$ cat src/rtl/b2s_pkg.sv
// Shared b2s timing defaults and type definitions, common to transmitter and receiver.
package b2s_pkg;
  localparam int START_MIN_D = 15;
  localparam int START_MAX_D = 25;
  localparam int ONE_MIN_D   = 5;
  localparam int ONE_MAX_D   = 15;
  localparam int ZERO_MIN_D  = 25;
  localparam int ZERO_MAX_D  = 35;
  localparam int TIMEOUT_D   = 60;

  typedef enum logic [1:0] {PK_BAD, PK_START, PK_ONE, PK_ZERO} pulse_kind_t;
  typedef enum logic {ST_IDLE, ST_DATA} rx_state_t;
endpackage

$ cat src/rtl/b2s_pulse_meter.sv
// Synchronises the b2s line, flags edges and measures each low pulse.
// L holds the completed low width in the rise cycle; saturates at 2^CW-1.
module b2s_pulse_meter #(
  parameter int CW = 6
) (
  input  logic          clk,
  input  logic          rst,
  input  logic          din,
  output logic          rise,
  output logic          fall,
  output logic [CW-1:0] L,
  output logic          line_hi
);
  logic sync1, sync2, edge_q;
  logic [CW-1:0] low_cnt;

  // Flops preset high so a released reset on an idle line sees no edge.
  always_ff @(posedge clk or posedge rst) begin
    if (rst) begin
      sync1   <= 1'b1;
      sync2   <= 1'b1;
      edge_q  <= 1'b1;
      low_cnt <= '0;
    end else begin
      sync1  <= din;
      sync2  <= sync1;
      edge_q <= sync2;
      if (!sync2) begin
        if (fall)
          low_cnt <= CW'(1);
        else if (low_cnt != '1)
          low_cnt <= low_cnt + CW'(1);
      end
    end
  end

  assign fall    = edge_q & ~sync2;
  assign rise    = ~edge_q & sync2;
  assign line_hi = sync2;
  assign L       = low_cnt;
endmodule

$ cat src/rtl/b2s_rx_param.sv
// b2s pulse-width receiver: decodes START/ONE/ZERO pulses into WIDTH-bit frames.
// dout/dout_valid and frame_err are registered, one cycle after the classifying rise.
module b2s_rx_param
  import b2s_pkg::*;
#(
  parameter int WIDTH     = 32,
  parameter int CW        = 6,
  parameter int START_MIN = START_MIN_D,
  parameter int START_MAX = START_MAX_D,
  parameter int ONE_MIN   = ONE_MIN_D,
  parameter int ONE_MAX   = ONE_MAX_D,
  parameter int ZERO_MIN  = ZERO_MIN_D,
  parameter int ZERO_MAX  = ZERO_MAX_D,
  parameter int TIMEOUT   = TIMEOUT_D,
  parameter bit MSB_FIRST = 1'b0
) (
  input  logic             clk,
  input  logic             rst,
  input  logic             b2s_din,
  output logic [WIDTH-1:0] dout,
  output logic             dout_valid,
  output logic             frame_err,
  output logic             busy
);
  localparam int BW = $clog2(WIDTH + 1);
  localparam int HW = (TIMEOUT > 1) ? $clog2(TIMEOUT) : 1;

  logic rise, fall, line_hi;
  logic [CW-1:0] L;
  logic [31:0] lw;
  pulse_kind_t kind;
  rx_state_t state, state_nxt;
  logic [BW-1:0] bit_cnt, bit_cnt_nxt;
  logic [HW-1:0] hi_cnt;
  logic [WIDTH-1:0] sr, sr_nxt, shifted, dout_nxt;
  logic vld_nxt, err_nxt, timeout;

  b2s_pulse_meter #(.CW(CW)) u_meter (
    .clk     (clk),
    .rst     (rst),
    .din     (b2s_din),
    .rise    (rise),
    .fall    (fall),
    .L       (L),
    .line_hi (line_hi)
  );

  // Window bounds are exclusive; the saturated width falls through to BAD.
  assign lw = 32'(L);
  always_comb begin
    kind = PK_BAD;
    if (L != '1) begin
      if (lw > 32'(START_MIN) && lw < 32'(START_MAX))     kind = PK_START;
      else if (lw > 32'(ONE_MIN) && lw < 32'(ONE_MAX))    kind = PK_ONE;
      else if (lw > 32'(ZERO_MIN) && lw < 32'(ZERO_MAX))  kind = PK_ZERO;
    end
  end

  always_comb begin
    shifted = '0;
    for (int i = 0; i < WIDTH; i++) begin
      if (MSB_FIRST)
        shifted[i] = (i == 0) ? (kind == PK_ONE) : sr[i-1];
      else
        shifted[i] = (i == WIDTH-1) ? (kind == PK_ONE) : sr[i+1];
    end
  end

  assign timeout = line_hi && (hi_cnt == HW'(TIMEOUT - 1));

  always_comb begin
    state_nxt   = state;
    bit_cnt_nxt = bit_cnt;
    sr_nxt      = sr;
    dout_nxt    = dout;
    vld_nxt     = 1'b0;
    err_nxt     = 1'b0;
    case (state)
      ST_IDLE: begin
        if (rise && kind == PK_START) begin
          state_nxt   = ST_DATA;
          bit_cnt_nxt = '0;
          sr_nxt      = '0;
        end
      end
      ST_DATA: begin
        if (rise) begin
          case (kind)
            PK_START: begin
              err_nxt     = 1'b1;
              bit_cnt_nxt = '0;
              sr_nxt      = '0;
            end
            PK_ONE, PK_ZERO: begin
              sr_nxt = shifted;
              if (bit_cnt == BW'(WIDTH - 1)) begin
                dout_nxt    = shifted;
                vld_nxt     = 1'b1;
                bit_cnt_nxt = '0;
                state_nxt   = ST_IDLE;
              end else begin
                bit_cnt_nxt = bit_cnt + BW'(1);
              end
            end
            default: begin
              err_nxt   = 1'b1;
              state_nxt = ST_IDLE;
            end
          endcase
        end else if (timeout) begin
          err_nxt   = 1'b1;
          state_nxt = ST_IDLE;
        end
      end
      default: state_nxt = ST_IDLE;
    endcase
  end

  always_ff @(posedge clk or posedge rst) begin
    if (rst) begin
      state      <= ST_IDLE;
      bit_cnt    <= '0;
      sr         <= '0;
      hi_cnt     <= '0;
      dout       <= '0;
      dout_valid <= 1'b0;
      frame_err  <= 1'b0;
    end else begin
      state      <= state_nxt;
      bit_cnt    <= bit_cnt_nxt;
      sr         <= sr_nxt;
      dout       <= dout_nxt;
      dout_valid <= vld_nxt;
      frame_err  <= err_nxt;
      if (!line_hi)
        hi_cnt <= '0;
      else if (hi_cnt != HW'(TIMEOUT - 1))
        hi_cnt <= hi_cnt + HW'(1);
    end
  end

  assign busy = (state == ST_DATA);
endmodule
$ cat config.mk
export PLATFORM = sky130hd
export DESIGN_NAME = b2s_rx_param
export DESIGN_NICKNAME = d
export VERILOG_FILES = /design/src/rtl/b2s_pkg.sv /design/src/rtl/b2s_pulse_meter.sv /design/src/rtl/b2s_rx_param.sv
export SDC_FILE = /design/constraint.sdc
export NUM_CORES = 1
export LEC_CHECK = 0
export ABC_AREA = 1
export CORE_ASPECT_RATIO = 1.2
export CORE_MARGIN = 8
export CORE_UTILIZATION = 50
export CTS_CLUSTER_DIAMETER = 60
export DETAILED_ROUTE_END_ITERATION = 6
export PLACE_DENSITY = 0.83
export SLEW_MARGIN = 30
export SYNTH_ARGS = -nofsm -noshare
export SYNTH_HDL_FRONTEND = slang
export SYNTH_HIERARCHICAL = 1
export SYNTH_SLANG_ARGS = --single-unit
$ cat constraint.sdc
create_clock -name clk -period 2.8 [get_ports clk]
set_clock_uncertainty 0.2 [all_clocks]
set_input_delay 0.7 -clock clk [delete_from_list [all_inputs] [get_ports clk]]
set_output_delay 0.7 -clock clk [all_outputs]
set_load 0.01 [all_outputs]
==> flow_summary_export.csv <==
group,metric,value,unit
global_routing,met1_usage,16.7,%
logic_synthesis,async_flop_share,100,%
clock_tree,cts.clk_slew.worst_paths,90,ps
setup_path,critPathLaunchType,"flip-flop",
logic_synthesis,ys_top_cells_by_count,"nand2_1, dfrtp_1, inv_1, nand3_1, nor2_1",
cells_and_area,postLayoutCoreUtil,58.2,%
timing,final_max_slew_viol_count,0,
floorplan,die_y,114,um
global_routing,grt_pass1_wl,13.9,mm
setup_path,r2r_slack,620,ps
setup_path,cp.depth,1,
setup_path,regToRegStartpoint,"u_meter/line_hi",
clock_tree,clockRootBuffer,"clkbuf_8",
timing,maxSlewHeadroom,58.0,%
hold_path,hp-start,"u_meter/sync1",
timing,tightest_slew,628,ps
setup_path,r2r_cells,8,
timing,max_freq,438,MHz
placed_design,io_buffers,37,
setup_path,cpPeakStageDelay,580,ps
logic_synthesis,synth-seq-area-share,54.1,%
setup_path,cp.buffers_inverters,1,
power,finalPower,2.41,mW
global_routing,grt_usage,15.1,%
floorplan,rows,36,
detailed_routing,first_iter_violations,210,
detailed_routing,vias_per_cell,5.05,
cells_and_area,nNetsFinal,528,
global_routing,grt_pass1_vias,3137,
logic_synthesis,synth_edf_count,0,
logic_synthesis,synth_area,0.00403,mm2
clock_tree,cts_buffers,9,
clock_tree,cts.path.max_buffers,2,
timing,setup_ws,518,ps
logic_synthesis,yosysMostFrequentCell,"nand2_1",
cells_and_area,drive_gt1_share,8.16,%
setup_path,critical_path.cell_chain,"clkdlybuf4s50_1",
logic_synthesis,yosysTopAreaCellShare,52.1,%
clock_tree,cts_tree,"yes",
detailed_routing,wl_per_cell,12.6,um
timing,fin_setup_tns,0,ps
logic_synthesis,yosysUniqueCellTypes,27,
global_routing,globalRouteOverflowTotal,0,
clock_tree,cts_resized,0,
placed_design,dp_cells,606,
logic_synthesis,synth_area_leader_cell,"dfrtp_1",
detailed_routing,drc,0,
cells_and_area,multi_input_area,0.00149,mm2
global_routing,antenna_found_initial,0,
floorplan,dieArea,0.0112,mm2
detailed_routing,finalWirelength,7.81,mm
setup_path,path_max_fanout,5,
clock_tree,htreeDepth,3,
detailed_routing,dr_total_vias,3141,
clock_tree,holdBufCountCts,0,
cells_and_area,n_antenna_cell,0,
timing,min_period,2280,ps
global_routing,use_met2,26.8,%
clock_tree,cts_setup_buffers,0,
hold_path,holdCritPathClass,"flip-flop to flip-flop",
setup_path,cp-end-kind,"primary output",
floorplan,pin_count,38,
setup_path,arrival,1380,ps
timing,hold_violations,0,
logic_synthesis,yosys_warnings,6,
timing,whs,161,ps
power,powerDensity,518,mW/mm2
power,peakVddDrop,0.000368,V
placed_design,dp_hpwl,5.24,mm
floorplan,initial_utilization,50.6,%
timing,min_period_over_period,81.5,%
detailed_routing,ant_nets,0,
logic_synthesis,synth_ff_type,"dfrtp_1",
logic_synthesis,synthesis.nets,496,
setup_path,startpoint,"busy",
timing,rsz0062_at_grt,"no",
cells_and_area,final_cell_area,0.00464,mm2
global_routing,grt_max_degree,79,
status,status,"complete, no violations",
cells_and_area,ff_latch_area,0.00218,mm2
logic_synthesis,postSynthCellCount,490,
cells_and_area,nFillCells,691,
setup_path,cpLargestDelayFamily,"buffers and inverters",
setup_path,crit_end,"busy",
global_routing,busiest_layer,"met2",
power,leakagePower,2.17,nW
logic_synthesis,synth_seq_cells,87,
run,maxCapViolCount,0,
placed_design,routabilityCongestion,0.811,
setup_path,r2r_end,"dout[1]",
detailed_routing,first_pass_iters,4,
floorplan,fp.dieW,98.0,um
clock_tree,cts_sinks,87,
clock_tree,clkLatencyLatePin,360,ps
cells_and_area,stdcell_count,622,
logic_synthesis,synth_area_per_cell,8.23,um2
placed_design,place_area,0.00443,mm2
timing,setup_viol,0,
placed_design,dp_slack,632,ps
cells_and_area,synthToLayoutAreaGrowth,15.1,%
global_routing,use_met3,4.62,%
setup_path,worst_ep_required_time,1900,ps
floorplan,design.core.area,0.00797,mm2
setup_path,cp_slowest_cell,"clkdlybuf4s50_1",
setup_path,path_class,"flip-flop to primary output",
logic_synthesis,synthTopCellsByArea,"dfrtp_1, nand2_1, nand3_1",
[state kept, by name, summed over array words and instances (netlist names)]
register         cells
dout                32
sr                  31
bit_cnt              6
hi_cnt               6
u_meter/L            6
busy                 1
dout_valid           1
frame_err            1
u_meter/edge_q       1
u_meter/line_hi      1
u_meter/sync1        1
[layout make-up]
| type | instances | area share, % |
|---|---|---|
| Clock buffer | 9 | 2.67 |
| Clock inverter | 7 | 1.91 |
| Inverter | 55 | 4.53 |
| Multi-Input combinational cell | 327 | 32.0 |
| Sequential cell | 87 | 47.0 |
| Tap cell | 95 | 2.56 |
| Timing Repair Buffer | 42 | 9.33 |
[layer usage]
metal	wire length (um)	vias up
li1	-	1590
met1	3370	1484
met2	3950	59
met3	394	8
met4	93	0
met5	0	-
[cells in the final DEF (no fill, tap or decap), drive strengths merged]
cell type,instances
o21ai,45
clkinv,2
or2,1
nand2,155
buf,5
bufinv,1
xor2,2
a21oi,4
o21bai,2
clkdlybuf4s50,37
dfstp,3
nor3,1
dfrtp,84
clkinvlp,2
clkbuf,9
inv,57
ha,3
nand3,56
nand4,1
nor2,57
[power by group]
part / internal, mW / total (mW) / switching, mW
clock: 0.434 / 0.925 / 0.492
combinational: 0.0547 / 0.168 / 0.114
sequential: 1.28 / 1.31 / 0.0350
total: 1.77 / 2.41 / 0.640
[how the worst min path moves through the flow]
stage                                 end  slack, ps  depth (start not counted)
after global routing      u_meter/line_hi        170                          0
after CTS                 u_meter/line_hi        160                          0
final                     u_meter/line_hi        160                          0
after floorplan           u_meter/line_hi        150                          0
after global placement    u_meter/line_hi        150                          0
after detailed placement  u_meter/line_hi        150                          0
[kinds of logic (layout without fill, tap and decap cells)]
logic type | Yosys count | count (layout) | share of synthesized area (%)
AOI/OAI and AO/OA | 51 | 51 | 6.83
xor gates and xnor gates | 2 | 2 | 0.435
adders and majority gates | 3 | 3 | 0.931
buffers and inverters | 76 | 113 | 9.03
DFF | 87 | 87 | 54.1
and+or+nand+nor | 271 | 271 | 28.7
No activity file was read; power rests on OpenSTA's default activity.
